<file path="src/rtl/mem_arbiter_if.sv">
// Request/response and memory bus bundle for mem_arbiter.
// The arbiter uses the slave view; the pipeline-plus-memory environment uses the master view.
interface mem_arbiter_if #(
    parameter int AW = 32,
    parameter int DW = 32
);
    logic          i_req;
    logic [AW-1:0] i_addr;
    logic [DW-1:0] i_rdata;
    logic          i_ack;
    logic          d_req;
    logic          d_we;
    logic [AW-1:0] d_addr;
    logic [DW-1:0] d_wdata;
    logic [DW-1:0] d_rdata;
    logic          d_ack;
    logic          m_en;
    logic          m_we;
    logic [AW-1:0] m_addr;
    logic [DW-1:0] m_wdata;
    logic [DW-1:0] m_rdata;
    logic          busy;
    logic          owner;

    modport slave (
        input  i_req, i_addr, d_req, d_we, d_addr, d_wdata, m_rdata,
        output i_rdata, i_ack, d_rdata, d_ack, m_en, m_we, m_addr, m_wdata, busy, owner
    );

    modport master (
        output i_req, i_addr, d_req, d_we, d_addr, d_wdata, m_rdata,
        input  i_rdata, i_ack, d_rdata, d_ack, m_en, m_we, m_addr, m_wdata, busy, owner
    );
endinterface

</file>
<file path="src/rtl/mem_arbiter.sv">
// Shares one single-ported memory between fetch (I) and data (D); D has priority with a fetch-starvation override.
// Define ARB_STATS_EN to add saturating grant / starvation-override counters.
module mem_arbiter #(
    parameter int AW     = 32,
    parameter int DW     = 32,
    parameter int WAIT   = 1,
    parameter int STARVE = 4
) (
    input  logic         clk,
    input  logic         clr,
    mem_arbiter_if.slave bus
`ifdef ARB_STATS_EN
    ,
    output logic [15:0]  i_grant_cnt,
    output logic [15:0]  d_grant_cnt,
    output logic [15:0]  starve_hit_cnt
`endif
);
    localparam int CW = (WAIT > 1) ? $clog2(WAIT) : 1;
    localparam int SW = $clog2(STARVE + 1);

    typedef enum logic [1:0] {IDLE, BUSY_I, BUSY_D} state_t;

    state_t        state_q, state_d;
    logic [CW-1:0] wcnt_q, wcnt_d;
    logic [SW-1:0] starve_q, starve_d;
    logic [AW-1:0] addr_q, addr_d;
    logic          we_q, we_d;
    logic [DW-1:0] wdata_q, wdata_d;
    logic [DW-1:0] i_rdata_q, i_rdata_d;
    logic [DW-1:0] d_rdata_q, d_rdata_d;
    logic          i_ack_q, i_ack_d;
    logic          d_ack_q, d_ack_d;

    logic starved;
    logic grant_i;
    logic grant_d;

    // A starved fetch only overrides data while fetch is actually requesting.
    assign starved = bus.i_req && (int'(starve_q) >= STARVE);
    assign grant_d = (state_q == IDLE) && bus.d_req && !starved;
    assign grant_i = (state_q == IDLE) && bus.i_req && !grant_d;

    always_comb begin
        state_d   = state_q;
        wcnt_d    = wcnt_q;
        addr_d    = addr_q;
        we_d      = we_q;
        wdata_d   = wdata_q;
        i_rdata_d = i_rdata_q;
        d_rdata_d = d_rdata_q;
        i_ack_d   = 1'b0;
        d_ack_d   = 1'b0;

        case (state_q)
            IDLE: begin
                if (grant_d) begin
                    state_d = BUSY_D;
                    addr_d  = bus.d_addr;
                    we_d    = bus.d_we;
                    wdata_d = bus.d_wdata;
                    wcnt_d  = CW'(WAIT - 1);
                end else if (grant_i) begin
                    state_d = BUSY_I;
                    addr_d  = bus.i_addr;
                    we_d    = 1'b0;
                    wdata_d = bus.d_wdata;
                    wcnt_d  = CW'(WAIT - 1);
                end
            end
            BUSY_I, BUSY_D: begin
                if (wcnt_q == '0) begin
                    state_d = IDLE;
                    if (state_q == BUSY_I) begin
                        i_rdata_d = bus.m_rdata;
                        i_ack_d   = 1'b1;
                    end else begin
                        if (!we_q) begin
                            d_rdata_d = bus.m_rdata;
                        end
                        d_ack_d = 1'b1;
                    end
                end else begin
                    wcnt_d = wcnt_q - CW'(1);
                end
            end
            default: state_d = IDLE;
        endcase
    end

    // Waiting fetch ages while D owns the memory or wins arbitration; holds while I itself is served.
    always_comb begin
        starve_d = starve_q;
        if (!bus.i_req || grant_i) begin
            starve_d = '0;
        end else if ((state_q != BUSY_I) && (int'(starve_q) < STARVE)) begin
            starve_d = starve_q + SW'(1);
        end
    end

    always_ff @(posedge clk) begin
        if (clr) begin
            state_q   <= IDLE;
            wcnt_q    <= '0;
            starve_q  <= '0;
            addr_q    <= '0;
            we_q      <= 1'b0;
            wdata_q   <= '0;
            i_rdata_q <= '0;
            d_rdata_q <= '0;
            i_ack_q   <= 1'b0;
            d_ack_q   <= 1'b0;
        end else begin
            state_q   <= state_d;
            wcnt_q    <= wcnt_d;
            starve_q  <= starve_d;
            addr_q    <= addr_d;
            we_q      <= we_d;
            wdata_q   <= wdata_d;
            i_rdata_q <= i_rdata_d;
            d_rdata_q <= d_rdata_d;
            i_ack_q   <= i_ack_d;
            d_ack_q   <= d_ack_d;
        end
    end

    assign bus.m_en    = (state_q != IDLE);
    assign bus.m_we    = (state_q == BUSY_D) && we_q;
    assign bus.m_addr  = addr_q;
    assign bus.m_wdata = wdata_q;
    assign bus.i_rdata = i_rdata_q;
    assign bus.d_rdata = d_rdata_q;
    assign bus.i_ack   = i_ack_q;
    assign bus.d_ack   = d_ack_q;
    assign bus.busy    = (state_q != IDLE);
    assign bus.owner   = (state_q == BUSY_D);

`ifdef ARB_STATS_EN
    logic [15:0] i_grant_cnt_q, i_grant_cnt_d;
    logic [15:0] d_grant_cnt_q, d_grant_cnt_d;
    logic [15:0] starve_hit_cnt_q, starve_hit_cnt_d;

    // An I grant while D is also requesting can only come from the starvation override.
    always_comb begin
        i_grant_cnt_d    = i_grant_cnt_q;
        d_grant_cnt_d    = d_grant_cnt_q;
        starve_hit_cnt_d = starve_hit_cnt_q;
        if (grant_i && (i_grant_cnt_q != 16'hFFFF)) begin
            i_grant_cnt_d = i_grant_cnt_q + 16'd1;
        end
        if (grant_d && (d_grant_cnt_q != 16'hFFFF)) begin
            d_grant_cnt_d = d_grant_cnt_q + 16'd1;
        end
        if (grant_i && bus.d_req && (starve_hit_cnt_q != 16'hFFFF)) begin
            starve_hit_cnt_d = starve_hit_cnt_q + 16'd1;
        end
    end

    always_ff @(posedge clk) begin
        if (clr) begin
            i_grant_cnt_q    <= '0;
            d_grant_cnt_q    <= '0;
            starve_hit_cnt_q <= '0;
        end else begin
            i_grant_cnt_q    <= i_grant_cnt_d;
            d_grant_cnt_q    <= d_grant_cnt_d;
            starve_hit_cnt_q <= starve_hit_cnt_d;
        end
    end

    assign i_grant_cnt    = i_grant_cnt_q;
    assign d_grant_cnt    = d_grant_cnt_q;
    assign starve_hit_cnt = starve_hit_cnt_q;
`endif
endmodule

</file>
<file path="src/flat_wrapper.sv">
// flat-port wrapper written by rule: the top's interface ports become plain ports
module mem_arbiter_flat 
#(
    parameter int AW     = 32,
    parameter int DW     = 32,
    parameter int WAIT   = 1,
    parameter int STARVE = 4
)
  (clk, clr, bus_i_req, bus_i_addr, bus_d_req, bus_d_we, bus_d_addr, bus_d_wdata, bus_m_rdata, bus_i_rdata, bus_i_ack, bus_d_rdata, bus_d_ack, bus_m_en, bus_m_we, bus_m_addr, bus_m_wdata, bus_busy, bus_owner);
  mem_arbiter_if #(.AW(AW), .DW(DW)) bus_i ();
  input  logic clk;
  input  logic clr;
  input wire logic [$bits(bus_i.i_req)-1:0] bus_i_req;
  input wire logic [$bits(bus_i.i_addr)-1:0] bus_i_addr;
  input wire logic [$bits(bus_i.d_req)-1:0] bus_d_req;
  input wire logic [$bits(bus_i.d_we)-1:0] bus_d_we;
  input wire logic [$bits(bus_i.d_addr)-1:0] bus_d_addr;
  input wire logic [$bits(bus_i.d_wdata)-1:0] bus_d_wdata;
  input wire logic [$bits(bus_i.m_rdata)-1:0] bus_m_rdata;
  output wire logic [$bits(bus_i.i_rdata)-1:0] bus_i_rdata;
  output wire logic [$bits(bus_i.i_ack)-1:0] bus_i_ack;
  output wire logic [$bits(bus_i.d_rdata)-1:0] bus_d_rdata;
  output wire logic [$bits(bus_i.d_ack)-1:0] bus_d_ack;
  output wire logic [$bits(bus_i.m_en)-1:0] bus_m_en;
  output wire logic [$bits(bus_i.m_we)-1:0] bus_m_we;
  output wire logic [$bits(bus_i.m_addr)-1:0] bus_m_addr;
  output wire logic [$bits(bus_i.m_wdata)-1:0] bus_m_wdata;
  output wire logic [$bits(bus_i.busy)-1:0] bus_busy;
  output wire logic [$bits(bus_i.owner)-1:0] bus_owner;
  assign bus_i.i_req = bus_i_req;
  assign bus_i.i_addr = bus_i_addr;
  assign bus_i.d_req = bus_d_req;
  assign bus_i.d_we = bus_d_we;
  assign bus_i.d_addr = bus_d_addr;
  assign bus_i.d_wdata = bus_d_wdata;
  assign bus_i.m_rdata = bus_m_rdata;
  assign bus_i_rdata = bus_i.i_rdata;
  assign bus_i_ack = bus_i.i_ack;
  assign bus_d_rdata = bus_i.d_rdata;
  assign bus_d_ack = bus_i.d_ack;
  assign bus_m_en = bus_i.m_en;
  assign bus_m_we = bus_i.m_we;
  assign bus_m_addr = bus_i.m_addr;
  assign bus_m_wdata = bus_i.m_wdata;
  assign bus_busy = bus_i.busy;
  assign bus_owner = bus_i.owner;
  mem_arbiter #(.AW(AW), .DW(DW), .WAIT(WAIT), .STARVE(STARVE)) u_core (.clk(clk), .clr(clr), .bus(bus_i));
endmodule
</file>
<file path="config.mk">
export PLATFORM = sky130hd
export DESIGN_NAME = mem_arbiter_flat
export DESIGN_NICKNAME = d
export VERILOG_FILES = /design/src/rtl/mem_arbiter_if.sv /design/src/rtl/mem_arbiter.sv /design/src/flat_wrapper.sv
export SDC_FILE = /design/constraint.sdc
export NUM_CORES = 1
export LEC_CHECK = 0
export CORE_ASPECT_RATIO = 0.5
export CORE_UTILIZATION = 40
export DETAILED_ROUTE_END_ITERATION = 10
export GPL_TIMING_DRIVEN = 0
export PLACE_DENSITY = 0.8
export REMOVE_ABC_BUFFERS = 1
export SLEW_MARGIN = 20
export SYNTH_ARGS = -nofsm -noshare
export SYNTH_HDL_FRONTEND = slang
export SYNTH_SLANG_ARGS = --single-unit
</file>
<file path="constraint.sdc">
create_clock -name clk -period 1.97 [get_ports clk]
set_input_delay 0.2955 -clock clk [delete_from_list [all_inputs] [get_ports clk]]
set_output_delay 0.2955 -clock clk [all_outputs]
set_load 0.02 [all_outputs]
</file>
; Word-level counts from Yosys, hierarchy flattened
; Cells that the tools add are included.
[classes]
n_addsub = 2
order_cmp = 2
n_eq_ne = 5
muxes = 15
bitwise = 4
n_reduce_logical = 23
[ops]
columns = cell, count
row1 = 32-bit two-way mux, 4
row2 = 1-bit logical AND, 7
row3 = 1-bit two-way mux, 6
row4 = 2-bit two-way mux, 3
row5 = 2-bit AND reduction, 3
row6 = 2-bit nonzero test, 3
row7 = 1-bit NOT, 4
row8 = 2-bit case mux with 2 select lines, 1
row9 = 4-bit AND reduction, 1
row10 = 2-bit OR reduction, 2
row11 = 3-bit by 1-bit adder with 3-bit output (second input constant), 1
row12 = 3-bit greater-or-equal comparator (second input constant), 1
row13 = 1-bit logical NOT, 3
row14 = 3-bit less-than comparator (second input constant), 1
row15 = 3-bit by 1-bit != test with 1-bit output (second input constant), 1
row16 = 3-bit AND reduction, 1
row17 = 3-bit OR reduction, 1
row18 = 2-bit by 1-bit equality test with 1-bit output (second input constant), 1
row19 = 2-bit equality test (second input constant), 1
row20 = 2-bit logical NOT, 1
row21 = 2-bit by 1-bit != test with 1-bit output (second input constant), 1
row22 = 2-bit != test (second input constant), 1
row23 = 1-bit case mux with 2 select lines, 1
row24 = 1-bit logical OR, 1
row25 = 1-bit subtractor (second input constant), 1
[word_totals]
register_bits = 137
input_bits = 133

; Logic depth before layout (Yosys ltp)
; Gate-level depths: netlist of the first run.
[depth]
depth_word = 9
ltp_mapped = 7

; Least setup slack after synthesis of the first run
; No wires, ideal clock.
[synth_timing]
path_type = register to register
startpoint = register u_core.state_q[1]
endpoint = register u_core.addr_q[20], in the netlist u_core.bus.m_addr[20]
setup_time_ns = 0.112
arrival_time_ns = 1.598
setup_slack_ns = 0.260
stages_incl_launch_ff = 7
path_buffers = 1
period_less_slack_ns = 1.710
cell_sequence = dfxtp_1 > inv_1 > ha_1 > inv_1 > clkbuf_1 > a2111oi_0 > a2111oi_1
[synth_via]
elab_chain_len = 7
elab_cells_between_ends = 9
[synth_rtl]
columns = item, line
row1 = start: declaration, mem_arbiter.sv:24  ; state_t state_q, state_d;
row2 = start signal: assignment, mem_arbiter.sv:114  ; state_q <= state_d;
row3 = 2-bit logical NOT *, "mem_arbiter.sv:41, mem_arbiter.sv:42, mem_arbiter.sv:55"
row4 = 1-bit logical AND (2 in series), mem_arbiter.sv:41  ; assign grant_d = (state_q == IDLE) && bus.d_req && !starved;
row5 = 1-bit logical NOT, mem_arbiter.sv:42  ; assign grant_i = (state_q == IDLE) && bus.i_req && !grant_d;
row6 = 1-bit logical AND, mem_arbiter.sv:42
row7 = 2-bit nonzero test (no line), -
row8 = 2-bit AND reduction (no line), -
row9 = end signal: assignment, mem_arbiter.sv:117  ; addr_q <= addr_d;
row10 = end: declaration, mem_arbiter.sv:27  ; logic [AW-1:0] addr_q, addr_d;
; Every way passes the cells marked *; elsewhere a longest branch is shown, timed or not.
; A chain may end at the register's enable or synchronous reset.

; Worst setup path after layout of the first run
[layout_timing]
startpoint = register u_core.state_q[0]
endpoint = output bus_busy
[layout_via]
elab_chain_len = 1
[layout_rtl]
columns = item, line
row1 = 2-bit nonzero test, mem_arbiter.sv:135  ; assign bus.busy = (state_q != IDLE);
row2 = end: declaration, flat_wrapper.sv:28  ; output wire logic [$bits(bus_i.busy)-1:0] bus_busy;
; Every way passes these cells.

==> flow_summary.yaml, run 1 <==
run_status:
  status: "finished clean"
critical_path:
  r2r_start: "u_core.state_q[0]"
  rr_worst_depth: 6
  worstSetupStartpointType: "flop"
  r2r_setup_slack_ps: 160
  cpLargestDelayFamily: "buffers and inverters"
  cp_num_buf_inv: 3
  cp.arrival_ps: 1590
  cp_cell_sequence: "inv_1 > ha_4 > clkinvlp_4 > clkdlybuf4s15_1"
  timing.rr.end: "u_core.bus.m_wdata[24]"
  worstSetupEndpoint: "bus_busy"
  cp_data_required_time_ps: 1670
  critPathKind: "flop to primary output"
  worstPathMaxFanout: 8
  cp_slowest_cell: "dfxtp_1"
  crit_start: "u_core.state_q[0]"
  cp_num_cells: 4
  slowest_delay_ps: 320
  cp-end-kind: "primary output"
placement:
  portBuffers: 266
  hpwl_um: 11000
  dp_slack_ps: -944
  gp_congestion: 0.793
  placed_cell_area_um2: 8050
synth:
  yosys.area_share.simple_pct: 15.3
  synth_top_cell_area_share_pct: 51.5
  synth_compound_area_share_pct: 18.5
  synth_area_leaders: "dfxtp_1 (52%), nand2_1 (9.2%), a21oi_1 (6.3%)"
  synth.distinct_cells: 27
  synthMuxAreaShare_pct: 6.06
  yosysWarnings: 0
  avgSynthCellArea_um2: 8.68
  synth_top_cell_by_area: "dfxtp_1"
  synth_seq_cells: 136
  ys_seq_area_share_pct: 51.5
  netlist_instances: 609
  synth_fa_ha_area_share_pct: 1.18
  syn_area_um2: 5280
  synth_top_family_by_area: "compound AO/OA/AOI/OAI gates"
  synth_xor_area_share_pct: 0.166
cts:
  clockBufferDepth: 2
  hold_buffers: 0
  numCtsBuffers: 17
  clock_sinks: 136
  cts_max_level: 4
  cts.clk_slew.worst_paths_ps: 60
  root_buffer: "clkbuf_16"
  clock_latency_ps: 410
  cts_tree: "built"
detailed_routing:
  vias: 5257
  drt_iter0_markers: 310
  vias_per_cell: 5.08
  avgRoutedWirePerCell_um: 16.5
  dr.pass1.iters: 5
  drc_errors: 0
  ant_nets: 0
  wl_um: 17000
global_route:
  grt_first_pass_wirelength_um: 26700
  antenna_found_initial: 0
  grt_pass1_vias: 5166
  grt_max_degree: 70
  grt_util_all_layers_pct: 24.9
  overflow: 0
sta:
  slew_violations: 0
  fin_crit_sh_pct: 95.7
  clock_skew_ps: 16.5
  max_freq_mhz: 530
  worst_slew_pin_slew_ps: 785
  hold_viol: 0
  setup_viol: 0
  hold_slack_ps: 304
  max-slew-margin-rel_pct: 47.6
  period_minus_slack_ps: 1890
  worst_slack_ps: 84.9
die:
  die_area_um2: 13700
  coreArea_um2: 12800
  chipHeight_um: 83.3
  placementRows: 29
  initial_utilization_pct: 41.4
  die-width_um: 165
  io-pin-count: 267
finish:
  synthToLayoutAreaGrowth_pct: 66.0
  final_util_pct: 68.7
  nets: 989
  antennaDiodeCount: 0
  fin_area_um2: 8770
  layout-drive-gt1-share_pct: 6.13
power_and_ir_drop:
  peakVddDrop_mv: 0.502
  power_density_nw_per_um2: 935
  leakage_nw: 3.24
  finalPower_mw: 8.20
job:
  max-cap-violations: 0
hold_path:
  hold_class: "input pin to flop"
-- worst reg2reg max path, stage by stage, from the launching register on --
cell and delay [ps]:
dfxtp_1 320, inv_1 150, ha_4 230, buf_4 140
o21a_2 550, nand2_1 150, a21oi_1 180
-- report_power, final --
| part | total [mW] | switching (mW) | internal (mW) |
|---|---|---|---|
| Sequential | 3.08 | 0.111 | 2.97 |
| Clock | 3.40 | 1.23 | 2.17 |
| Combinational | 1.72 | 0.885 | 0.840 |
| Total | 8.20 | 2.23 | 5.97 |
-- synth_stat cells --
cell,count
nor2_2,1
o21a_1,1
mux2i_1,32
o21ai_1,1
o21ai_0,1
a32oi_1,2
nand2b_1,2
a2111oi_0,36
clkbuf_1,36
buf_4,1
and2_1,2
nand2_1,130
nor2b_1,1
nor3b_1,2
buf_6,4
dfxtp_1,136
a2111oi_1,29
xnor2_1,1
inv_1,37
buf_1,4
buf_2,7
a21oi_1,66
nor2_1,69
ha_1,5
a211o_1,1
and2_4,1
clkbuf_2,1
-- state kept, by name, indices dropped and copies added, names as in the netlist --
name	cells
u_core.bus.d_rdata	32
u_core.bus.i_rdata	32
u_core.bus.m_addr	32
u_core.bus.m_wdata	32
u_core.starve_q	3
u_core.state_q	2
u_core.bus.d_ack	1
u_core.bus.i_ack	1
u_core.we_q	1
-- worst min path at each step --
| stage | from | end | slack [ps] | cells after the start |
|---|---|---|---|---|
| final | clr | u_core.bus.i_rdata[2] | 300 | 2 |
| after global routing | clr | u_core.bus.i_rdata[29] | 310 | 2 |
| after CTS | clr | u_core.bus.i_rdata[29] | 300 | 2 |
| after detailed placement | u_core.bus.d_rdata[10] | u_core.bus.d_rdata[10] | 450 | 2 |
| after global placement | u_core.bus.d_rdata[18] | u_core.bus.d_rdata[18] | 440 | 2 |
| after floorplan | clr | u_core.bus.d_rdata[0] | 360 | 1 |
-- final cells by class --
class,count,area (um2)
clock buffer,19,443
clock inverter,13,193
fill,982,4000
inverter,37,143
multi-input combinational,384,2250
sequential,136,2720
tap,170,213
timing repair buffer,274,2800
timing repair inverter,1,7.51
-- layer usage --
metal	vias to the layer above	GRT usage, %	part of all wire, %
met5	-	0	0
li1	2572	-	-
met3	31	6.79	4.9
met2	137	44.5	52
met1	2517	28.5	41
met4	0	8.34	2.0
-- placed cells by master, fill, tap and decap left out, drive strengths merged --
master         netlist  final
a2111oi             65     65
a211o                1      1
a21oi               66     66
a32oi                2      2
and2                 3      3
buf                 16     10
bufinv               0      4
clkbuf              37     19
clkdlybuf4s15        0      2
clkdlybuf4s50        0    259
clkinv               0      1
clkinvlp             0      7
dfxtp              136    136
dlygate4sd2          0      3
ha                   5      5
inv                 37     39
mux2i               32     32
nand2              130    130
nand2b               2      2
nor2                70     70
nor2b                1      1
nor3b                2      2
o21a                 1      2
o21ai                2      2
xnor2                1      1
-- metrics by stage --
stage | setup TNS, ps | cells
CTS | 0 | 1031
detailed placement | -31820 | 996
global route | -6.88 | 1034
finish | 0 | 1034
floorplan | -13840 | 556
global placement | -359790 | 992
-- kinds of logic after synthesis --
kind of cell,count (synthesis)
AOI/OAI and AO/OA,137
xor gates and xnor gates,1
adders and majority gates,5
buffers and inverters,90
DFF,136
muxes,32
and+or+nand+nor,208
-- what timing repair did --
action                                  4_1_cts  5_1_grt
endpoints found under the setup margin       36       13
resized for setup                            13        3
cloned                                        2        0
setup buffers                                 1        3
pin swaps                                     1        1
Power figures use the tool's default switching activity.
==> run 2: changes to the inputs <==
CORE_MARGIN = 4   (was unset)
CTS_BUF_LIST = sky130_fd_sc_hd__clkbuf_4 sky130_fd_sc_hd__clkbuf_8 sky130_fd_sc_hd__clkbuf_16   (was unset)
==> run 2 against run 1 <==
  * Clock skew fell by 8.1 ps
  * Combinational power barely moved
  * Hold slack worse by 58 ps
  * Register-to-register slack worse by 50 ps
  * Setup slack lost 43 ps
  * Power decreased by 4.3%
  * Critical path type unchanged
  * Wire length increased by 3.7%
  * Non-clock buffer count is 1 lower
  * Clock power fell by 9.7%
  * Highest routed layer unchanged
==> flow_summary.yaml, run 2 (synthesized netlist as in run 1, its figures left out) <==
sta:
  hold_slack_ps: 246
  fin_crit_sh_pct: 97.9
  rsz0062_at_grt: "yes"
  setup_viol: 0
  max-slew-margin-rel_pct: 49.0
  clock_skew_ps: 8.34
  period_minus_slack_ps: 1930
  hold_viol: 0
  max_freq_mhz: 519
  slew_violations: 0
  worst_slew_pin_slew_ps: 765
placement:
  hpwl_um: 11600
  gp_congestion: 0.777
  place_inst: 996
  portBuffers: 266
die:
  io-pin-count: 267
  placementRows: 29
  initial_utilization_pct: 41.3
  coreArea_um2: 12800
  die-width_um: 171
  die_area_um2: 15200
  chipHeight_um: 89.3
finish:
  register_area_um2: 2720
  nets: 988
  final_util_pct: 67.7
  multi_input_area_um2: 2240
  synthToLayoutAreaGrowth_pct: 64.2
  fill_cells: 962
  layout_commonest_cell: "clkdlybuf4s50_1"
  final_cell_mix: "clkdlybuf4s50_1 (259), dfxtp_1 (136), nand2_1 (129)"
  layout-drive-gt1-share_pct: 6.14
  fin_cells: 1033
  antennaDiodeCount: 0
detailed_routing:
  avgRoutedWirePerCell_um: 17.1
  route.top_layer_used: "met4"
  vias_per_cell: 5.06
  drc_errors: 0
  met2_length_um: 9180
  dr.pass1.iters: 4
  vias: 5224
  wl_met3_um: 1010
  ant_nets: 0
  drt-met1-wl_um: 6880
  wl_um: 17700
  drt_iter0_markers: 268
critical_path:
  worstSetupStartpointType: "flop"
  cp.arrival_ps: 1630
  rr_worst_depth: 6
  cp_data_required_time_ps: 1670
  critPathKind: "flop to primary output"
  r2r_setup_slack_ps: 110
  cp-end-kind: "primary output"
  timing.rr.end: "u_core.bus.m_addr[22]"
  worstPathMaxFanout: 6
  r2r_start: "u_core.state_q[1]"
cts:
  clock_latency_ps: 420
  root_buffer: "clkbuf_16"
  numCtsBuffers: 17
  clockBufferDepth: 2
  cts_tree: "built"
  cts.clk_slew.worst_paths_ps: 60
  hold_buffers: 0
  clock_sinks: 136
  cts_max_level: 4
global_route:
  grt_first_pass_wirelength_um: 26600
  grt_util_all_layers_pct: 22.1
  overflow: 0
  antenna_found_initial: 0
  grt_max_degree: 85
  grt_pass1_vias: 5203
power_and_ir_drop:
  finalPower_mw: 7.85
  power_density_nw_per_um2: 905
  leakage_nw: 3.22
  peakVddDrop_mv: 0.560
hold_path:
  hold_end: "u_core.bus.i_rdata[10]"
  hold_class: "input pin to flop"
  hold_start: "clr"
  min_path_cells: 2
run_status:
  status: "finished clean"
job:
  max-cap-violations: 0
[run 2: changes by cell type in the layout (fill, tap and decap cells not counted), sizes merged]
cell           change
dlygate4sd2        +2
buf                -1
clkinvlp           -1
bufinv             -3
clkdlybuf4s15      -2
clkinv             +4
[run 2: worst max path at each step]
stage | to | from | slack, ps | cells past startpoint
after global placement | u_core.state_q[0] | clr | -2950 | 2
after floorplan | u_core.bus.m_addr[10] | u_core.state_q[0] | -260 | 5
after CTS | bus_busy | u_core.state_q[0] | -30 | 4
final | bus_busy | u_core.state_q[1] | 40 | 4
after global routing | bus_m_en | u_core.state_q[1] | -40 | 4
after detailed placement | u_core.bus.m_addr[0] | bus_i_req | -950 | 4
[run 2: power by group]
group	total [mW]	internal, mW	switching, mW
clock	3.07	1.80	1.27
combinational	1.71	0.828	0.878
sequential	3.08	2.97	0.110
[run 2: per-stage QoR]
stage	setup TNS [ps]	instance area, um2	setup WS (ps)
after floorplan	-13840	5040	-265
after global placement	-364310	7920	-2950
after detailed placement	-32130	8050	-951
after CTS	-63.5	8660	-31.9
after global routing	-89.0	8680	-41.1
final	0	8680	42.0
[run 2: layout make-up]
class | count | area share, %
repair buffers | 273 | 32.0
clock buffers | 19 | 5.15
inverters | 37 | 1.64
flip-flops and latches | 136 | 31.4
well taps | 170 | 2.45
repair inverters | 1 | 0.0865
clock inverters | 13 | 1.40
multi-input cells | 384 | 25.9
[run 2: routing by layer]
| metal | track usage, % | up-vias |
|---|---|---|
| li1 | - | 2569 |
| met1 | 24.5 | 2446 |
| met2 | 40.2 | 160 |
| met3 | 5.92 | 49 |
| met4 | 10.9 | 0 |
| met5 | 0 | - |
[run 2: worst max-delay path: stages (launching register included)]
cell and delay, ps:
dfxtp_1 340, inv_1 140, ha_4 220, clkinvlp_4 160, dlygate4sd2_1 350
[run 2: what timing repair did]
item | 4_1_cts | 5_1_grt
setup endpoints to repair | 37 | 14
pin swaps | 0 | 1
gates resized for setup | 11 | 0
cloned | 2 | 0
buffers inserted | 1 | 2
